## config.mk

```make
export PLATFORM = sky130hd
export DESIGN_NAME = rob_commit
export DESIGN_NICKNAME = d
export VERILOG_FILES = /design/src/rtl/rob_commit.sv
export SDC_FILE = /design/constraint.sdc
export NUM_CORES = 1
export LEC_CHECK = 0
export CAP_MARGIN = 0
export CELL_PAD_IN_SITES_DETAIL_PLACEMENT = 1
export CELL_PAD_IN_SITES_GLOBAL_PLACEMENT = 1
export CORE_ASPECT_RATIO = 0.5
export CORE_MARGIN = 3
export CORE_UTILIZATION = 49
export DETAILED_ROUTE_END_ITERATION = 16
export PLACE_DENSITY = 0.83
export SLEW_MARGIN = 20
export SYNTH_ARGS = -nofsm -noshare
export SYNTH_HDL_FRONTEND = slang
export SYNTH_SLANG_ARGS = --single-unit
export TNS_END_PERCENT = 1
```

## constraint.sdc

```tcl
create_clock -name clk -period 4.11 [get_ports clk]
set_clock_uncertainty 0.05 [all_clocks]
set_input_delay 0.822 -clock clk [delete_from_list [all_inputs] [get_ports clk]]
set_output_delay 0.822 -clock clk [all_outputs]
set_load 0.02 [all_outputs]
```

## src/rtl/rob_commit.sv

```systemverilog
// Reorder buffer with in-order commit, commit-RAT/free-list writes,
// exception and interrupt flush. Ports: alloc_*, cmpl_*, commit_*, free_*, flush*.
module rob_commit #(
  parameter int ROB_ENTRIES = 16,
  parameter int NUM_PREGS   = 64,
  parameter int NUM_AREGS   = 32
) (
  input  logic                           clk,
  input  logic                           rst_n,
  input  logic                           alloc_valid,
  output logic                           alloc_ready,
  input  logic [$clog2(NUM_AREGS)-1:0]   alloc_areg,
  input  logic [$clog2(NUM_PREGS)-1:0]   alloc_preg,
  input  logic [$clog2(NUM_PREGS)-1:0]   alloc_old_preg,
  input  logic                           alloc_mbegin,
  input  logic                           alloc_mend,
  output logic [$clog2(ROB_ENTRIES)-1:0] alloc_idx,
  input  logic                           cmpl_valid,
  input  logic [$clog2(ROB_ENTRIES)-1:0] cmpl_idx,
  input  logic                           cmpl_exc,
  output logic                           commit_valid,
  output logic [$clog2(NUM_AREGS)-1:0]   commit_areg,
  output logic [$clog2(NUM_PREGS)-1:0]   commit_preg,
  output logic                           free_valid,
  output logic [$clog2(NUM_PREGS)-1:0]   free_preg,
  input  logic                           irq_pending,
  output logic                           flush,
  output logic                           flush_cause,
  output logic [$clog2(ROB_ENTRIES):0]   count
);

  localparam int IW = $clog2(ROB_ENTRIES);
  localparam int PW = $clog2(NUM_PREGS);
  localparam int AW = $clog2(NUM_AREGS);
  localparam int CW = IW + 1;

  localparam logic [IW-1:0] I_ONE = IW'(1);
  localparam logic [CW-1:0] C_ONE = CW'(1);
  localparam logic [CW-1:0] C_MAX = CW'(ROB_ENTRIES);

  typedef struct packed {
    logic          valid;
    logic          busy;
    logic          exc;
    logic [AW-1:0] areg;
    logic [PW-1:0] preg;
    logic [PW-1:0] old_preg;
    logic          mbegin;
    logic          mend;
  } entry_t;

  typedef enum logic {RUN, FLUSH} state_t;

  entry_t        rob_q [ROB_ENTRIES];
  logic [IW-1:0] head_q;
  logic [IW-1:0] tail_q;
  logic [CW-1:0] count_q;
  state_t        state_q;

  logic retire;
  logic do_commit;
  logic do_alloc;
  logic irq_cut;

  assign retire = rob_q[head_q].valid
               && !rob_q[head_q].busy
               && (state_q == RUN);

  assign do_commit = retire && !rob_q[head_q].exc;

  // Interrupts are only taken at a macro-op boundary, after it commits.
  assign irq_cut = do_commit
                && rob_q[head_q].mend
                && irq_pending;

  assign flush       = (retire && rob_q[head_q].exc) || irq_cut;
  assign flush_cause = irq_cut;

  assign commit_valid = do_commit;
  assign commit_areg  = rob_q[head_q].areg;
  assign commit_preg  = rob_q[head_q].preg;
  assign free_valid   = do_commit;
  assign free_preg    = rob_q[head_q].old_preg;

  assign alloc_ready = (state_q == RUN) && (count_q < C_MAX);
  assign alloc_idx   = tail_q;
  assign count       = count_q;

  assign do_alloc = alloc_valid && alloc_ready;

  always_ff @(posedge clk or negedge rst_n) begin
    if (!rst_n) begin
      for (int i = 0; i < ROB_ENTRIES; i++) begin
        rob_q[i] <= '0;
      end
      head_q  <= '0;
      tail_q  <= '0;
      count_q <= '0;
      state_q <= RUN;
    end else if (flush) begin
      // Discarded entries keep their old_preg; rename recovery reclaims them.
      for (int i = 0; i < ROB_ENTRIES; i++) begin
        rob_q[i].valid <= 1'b0;
      end
      head_q  <= '0;
      tail_q  <= '0;
      count_q <= '0;
      state_q <= FLUSH;
    end else begin
      state_q <= RUN;
      if (cmpl_valid && rob_q[cmpl_idx].valid) begin
        rob_q[cmpl_idx].busy <= 1'b0;
        rob_q[cmpl_idx].exc  <= cmpl_exc;
      end
      if (do_commit) begin
        rob_q[head_q] <= '0;
        head_q        <= head_q + I_ONE;
      end
      if (do_alloc) begin
        rob_q[tail_q] <= '{
          valid:    1'b1,
          busy:     1'b1,
          exc:      1'b0,
          areg:     alloc_areg,
          preg:     alloc_preg,
          old_preg: alloc_old_preg,
          mbegin:   alloc_mbegin,
          mend:     alloc_mend
        };
        tail_q <= tail_q + I_ONE;
      end
      unique case ({do_alloc, do_commit})
        2'b10:   count_q <= count_q + C_ONE;
        2'b01:   count_q <= count_q - C_ONE;
        default: count_q <= count_q;
      endcase
    end
  end

endmodule

```

==> results.yml, run 1 <==
status:
  status: "finished, violations left"
  violations: "negative setup slack"
cells_and_area:
  final_util_pct: 57.9
  instances_no_fill: 2281
  fin_area_um2: 20300
  drive_gt1_share_pct: 16.4
  syn2layout_area_growth_pct: 14.3
  fillers: 3740
  fin_nets: 1816
critical_path:
  path_class: "reg2out"
  r2r.worst_path.cells: 9
  r2r-start: "head_q[0]"
  start_kind: "register"
  worst_r2r_endpoint: "rob_q[301]"
  worstPathRequired_ps: 3240
  critPathMaxFanout: 7
  worstSetupEndpointType: "primary output"
  worstPathArrival_ps: 3260
  reg2reg_slack_ps: 300
synthesis:
  synth_area_leaders: "dfrtp_1, mux4_2, nand2_1"
  synth_ff_type: "dfrtp_1"
  synth_seq_cells: 350
  syn_area_per_cell_um2: 9.98
  yosysSeqAreaShare_pct: 49.2
  yosysWarnings: 0
  synth_cells: 1782
  syn_nets: 1821
  ys_types: 48
  yosysTopAreaCell: "dfrtp_1"
  synth_common_cells: "nand2_1, dfrtp_1, inv_1"
  async_flop_share_pct: 100
  yosysMostFrequentCell: "nand2_1"
  synth_area_um2: 17800
  synth_top_area_share_pct: 49.2
  synth_enable_flop_cells: 0
cts:
  path_clk_slew_ps: 70
  root_buffer: "clkbuf_16"
  htreeDepth: 2
  clkLatencyLatePin_ps: 550
  cts_buffers: 34
  clockBufferDepth: 3
  cts_tree: "done"
  clock-sinks: 350
grt:
  antenna_found_initial: 7
  grt_first_pass_wirelength_um: 102000
  grt_pass1_vias: 16800
  grt_max_degree: 119
  gr-usage-all-layers_pct: 35.4
  globalRouteOverflowTotal: 0
die:
  fp-row-count: 48
  dieArea_um2: 38800
  pin_count: 60
  initial_core_util_pct: 50.6
  die_h_um: 141
  core_um2: 35100
  die_x_um: 275
detailed_routing:
  wl_per_cell_um: 29.8
  drt_wl_total_um: 67900
  postRouteAntennaNets: 0
  vias: 15200
  first_iter_violations: 1906
  via_per_inst: 6.67
  drc: 0
  drtPass1Iterations: 6
power:
  clkPwrFrac_pct: 19.0
  peakVddDrop_mv: 0.335
  p_leak_nw: 8.98
  switchingPower_mw: 6.95
  p_int_mw: 10.6
  power_density_nw_per_um2: 862
  combinationalPowerShare_pct: 45.3
  p_sw_share_pct: 39.6
  seq_power_share_pct: 35.7
timing:
  worstMarginPinSlew_ps: 1050
  fin_hold_ws_ps: 267
  setup_slack_ps: -21.6
  fmax_mhz: 242
  fin_setup_tns_ps: -21.6
  report.final.setup_viol: 1
  rsz0062_at_grt: "yes"
  period_needed_ps: 4130
  finalMaxSlewViolations: 0
  period_share_pct: 101
  final-hold-violation-count: 0
  maxSlewHeadroom_pct: 29.8
place:
  placed_cell_area_um2: 19000
  dp.cells: 2204
  io_buffers: 58
  gp_congestion: 0.858
  dpl.hpwl_um: 39400
worst_hold_path:
  hp-class: "in2async"
job:
  maxCapViolCount: 0
[kinds of logic after synthesis]
logic type | share of synthesized area (%)
AND/OR/NAND/NOR | 13.4
buffers and inverters | 8.72
flip-flops | 49.2
AO/OA/AOI/OAI | 12.7
multiplexers | 14.7
adder cells (fa/ha/maj) | 0.703
XOR/XNOR | 0.443
[repair_timing]
item,CTS,global route
gates resized for setup,6,13
hold endpoints to repair,0,0
cloned,0,1
hold buffers,0,0
setup endpoints to repair,19,18
buffers inserted,0,11
pin swaps,2,0
[placed cells by master (no fill, tap or decap), drive strengths merged, types with 7 or more instances in the layout]
cell and n:
nand2 411, dfrtp 350, inv 210, o31ai 200, mux4 104, o21ai 77, buf 77, nand3 61
clkdlybuf4s50 53, clkbuf 51, nor2 43, mux2i 23, nor3 20, a31o 17, or3 10, ha 10
nand4 7, nor2b 7
[power groups by stage]
stage               sequential, mW  combinational (mW)  clock, mW
floorplan                     5.77                5.10          0
global placement              5.99                7.06          0
detailed placement            6.20                7.45          0
CTS                           6.19                7.63       3.32
global route                  6.38                8.47       3.49
finish                        6.26                7.93       3.33
[how the worst max path moves through the flow]
stage | startpoint | to | slack [ps]
floorplan | head_q[0] | free_valid | 490
global placement | head_q[0] | commit_preg[3] | 240
detailed placement | head_q[0] | rob_q[70] | 220
CTS | head_q[0] | flush | -230
global route | head_q[0] | flush_cause | -20
finish | head_q[0] | flush_cause | -20
[critical path, cell delays in order (launching register included)]
cell and delay [ps]:
dfrtp_4 550, buf_2 220, buf_4 140, mux4_2 510, a221o_2 480, nor4_1 430, dlygate4sd2_1 390
[registers in the layout (all words and copies together), names as in the netlist]
| register | count |
|---|---|
| alloc_idx | 4 |
| head_q | 4 |
| rob_q | 336 |
| state_q | 1 |
| count | 5 |
[through the flow]
stage               power, mW  setup WS [ps]
floorplan                10.9            491
global placement         13.1            245
detailed placement       13.7            219
CTS                      17.1           -228
global route             18.3          -20.2
finish                   17.5          -21.6
[routing by layer]
| metal | vias up | share of wire (%) | track usage (%) |
|---|---|---|---|
| met3 | 251 | 10 | 10.4 |
| met2 | 992 | 46 | 54.7 |
| met1 | 7888 | 39 | 45.3 |
| met4 | 0 | 5.0 | 19.4 |
| met5 | - | 0 | 0 |
| li1 | 6073 | - | - |
[final cells by class]
cell class | instances | area, µm² | share of cell area, %
Sequential cell | 350 | 8770 | 43.1
Multi-Input combinational cell | 1048 | 7620 | 37.5
Timing Repair Buffer | 135 | 1420 | 7.00
Clock buffer | 50 | 1030 | 5.08
Inverter | 208 | 781 | 3.84
Tap cell | 475 | 594 | 2.92
Clock inverter | 9 | 105 | 0.517
Antenna cell | 6 | 15.0 | 0.0738
Note: power is estimated with default switching activity, not from simulation.
==> inputs of run 2 (changes only) <==
CORE_ASPECT_RATIO = 1.4   (was 0.5)
==> run 2 against run 1 <==
Net effect:
- the flow now finishes without violations
- clock-buffer cell count is 2 lower
- setup slack improved by 110 ps
- flip-flop and latch count did not move
- global-route usage down 2.8 points
- first-iteration DRC count down 22%
- core utilization shrank 0.16 points
- total power decreased by 0.79%
- critical path depth shrank 1
- wire length decreased by 6.6%
- combinational power is 2% lower
- non-clock buffer count grew 2
- die area is 0.27% lower
- largest power group unchanged
==> results.yml, run 2 (synthesis gave the netlist of run 1 again) <==
detailed_routing:
  first_iter_violations: 1482
  postRouteAntennaNets: 0
  drt_wl_total_um: 63400
  drc: 0
  drtPass1Iterations: 6
  wl_per_cell_um: 28.0
  via_per_inst: 6.49
  vias: 14700
die:
  core_um2: 35400
  pin_count: 60
  die_x_um: 167
  dieArea_um2: 38700
  initial_core_util_pct: 50.3
  fp-row-count: 81
  die_h_um: 231
cts:
  root_buffer: "clkbuf_16"
  cts_buffers: 36
  postCtsHoldBufs: 0
  path_clk_slew_ps: 70
  clockBufferDepth: 3
  clkLatencyLatePin_ps: 540
  cts_tree: "done"
  htreeDepth: 2
  clock-sinks: 350
power:
  clkPwrFrac_pct: 19.7
  p_sw_share_pct: 38.9
  p_leak_nw: 9.05
  p_int_mw: 10.6
  switchingPower_mw: 6.76
  combinationalPowerShare_pct: 44.7
  peakVddDrop_mv: 0.751
  power.total_mw: 17.4
  power_density_nw_per_um2: 852
  seq_power_share_pct: 35.6
worst_hold_path:
  hp-class: "in2async"
critical_path:
  path_cells: "buf_12 > buf_4 > mux4_2 > mux4_2 > clkdlybuf4s50_1"
  start_kind: "register"
  cp_slowest_stage_delay_ps: 570
  worstPathRequired_ps: 3240
  worstSetupEndpointType: "primary output"
  cp_slowest_cell: "clkdlybuf4s50_1"
  critPathMaxFanout: 14
  worstPathArrival_ps: 3150
  path_class: "reg2out"
  cp_common_cell: "mux4_2"
timing:
  fmax_mhz: 249
  maxSlewHeadroom_pct: 48.6
  worstMarginPinSlew_ps: 771
  final-hold-violation-count: 0
  period_share_pct: 97.8
  setup_slack_ps: 89.7
  rsz0062_at_grt: "no"
  report.final.setup_viol: 0
  period_needed_ps: 4020
  finalMaxSlewViolations: 0
grt:
  met1_usage_pct: 40.6
  grt_pass1_vias: 16100
  antenna_found_initial: 2
  grt_first_pass_wirelength_um: 96700
  top_usage_layer: "met2"
  grt_max_degree: 81
  globalRouteOverflowTotal: 0
  grt_use_met3_pct: 5.15
  use_met2_pct: 55.1
  gr-usage-all-layers_pct: 32.6
cells_and_area:
  regMostFlops: "rob_q"
  final_util_pct: 57.7
  syn2layout_area_growth_pct: 14.8
  layout_common_cells: "nand2_1, dfrtp_1, inv_1"
  fin_nets: 1820
  final_common_cell: "nand2_1"
  largest_register_ffs: 336
  drive_gt1_share_pct: 16.7
status:
  status: "complete, no violations"
place:
  dpl.hpwl_um: 37100
  dp_slack_ps: 281
  io_buffers: 58
  gp_congestion: 0.871
job:
  maxCapViolCount: 0
==> run 2: cell types whose count changed in the layout (fill, tap and decap cells not counted), sizes merged <==
| cell | before | now |
|---|---|---|
| clkdlybuf4s50 | 53 | 45 |
| diode | 6 | 2 |
| clkinv | 4 | 10 |
| buf | 77 | 80 |
| dlygate4sd2 | 3 | 11 |
| clkbuf | 51 | 48 |
| bufinv | 2 | 3 |
==> run 2: worst max-delay path: cells and delay by family, from the launching register on <==
family / cells / cell delay (ps)
muxes: 2 / 1110
buffers and inverters: 3 / 1020
DFF: 1 / 480
==> run 2: power by group through the flow <==
stage,combinational [mW],sequential (mW),clock [mW]
after floorplan,5.10,5.77,0
after global placement,7.13,6.05,0
after detailed placement,7.46,6.19,0
after CTS,7.59,6.18,3.44
after global routing,8.35,6.35,3.58
final,7.77,6.20,3.43
==> run 2: timing repair <==
| action | in CTS | in global routing |
|---|---|---|
| pin swaps | 0 | 1 |
| setup buffers | 4 | 6 |
| gates resized for setup | 15 | 7 |
| setup endpoints to repair | 13 | 2 |
==> run 2: routing by layer <==
metal | vias to the layer above | part of all wire, %
li1 | 6068 | -
met1 | 7655 | 37
met2 | 750 | 49
met3 | 233 | 7.0
met4 | 0 | 6.2
met5 | - | 0
==> run 2: final cells by class <==
cell class / instances / area (µm²)
fillers: 3771 / 15000
flip-flops and latches: 350 / 8770
multi-input cells: 1048 / 7630
repair buffers: 137 / 1450
clock buffers: 48 / 1040
inverters: 208 / 781
well taps: 456 / 571
clock inverters: 16 / 169
diodes: 2 / 5.00
==> run 2: path summary, 6_finish.rpt <==
path                                  from      endpoint  slack, ps  cells past startpoint
worst max register to register   head_q[0]     rob_q[94]        560                     12
worst max-delay path             head_q[1]  free_preg[4]         90                      5
worst min-delay path                 rst_n    rob_q[159]        230                      1
worst min register to register  rob_q[102]    rob_q[102]        440                      2
min in group clk                rob_q[102]    rob_q[102]        440                      2
max in group asynchronous            rst_n    rob_q[103]       2740                      2
==> run 2: stage by stage <==
step                      hold slack (ps)  TNS, ps  cell area [µm²]  std cells
after floorplan                       404        0            17800       1782
after global placement                418        0            19100       2189
after detailed placement              431        0            19100       2189
after CTS                             255     -135            20300       2257
after global routing                  279        0            20400       2265
final                                 227        0            20400       2265
==> inputs of run 3 (changes only) <==
GPL_ROUTABILITY_DRIVEN = 0   (was not set)
==> results of run 3 <==
Final layout, timing and power as in run 2 (identical DEF).
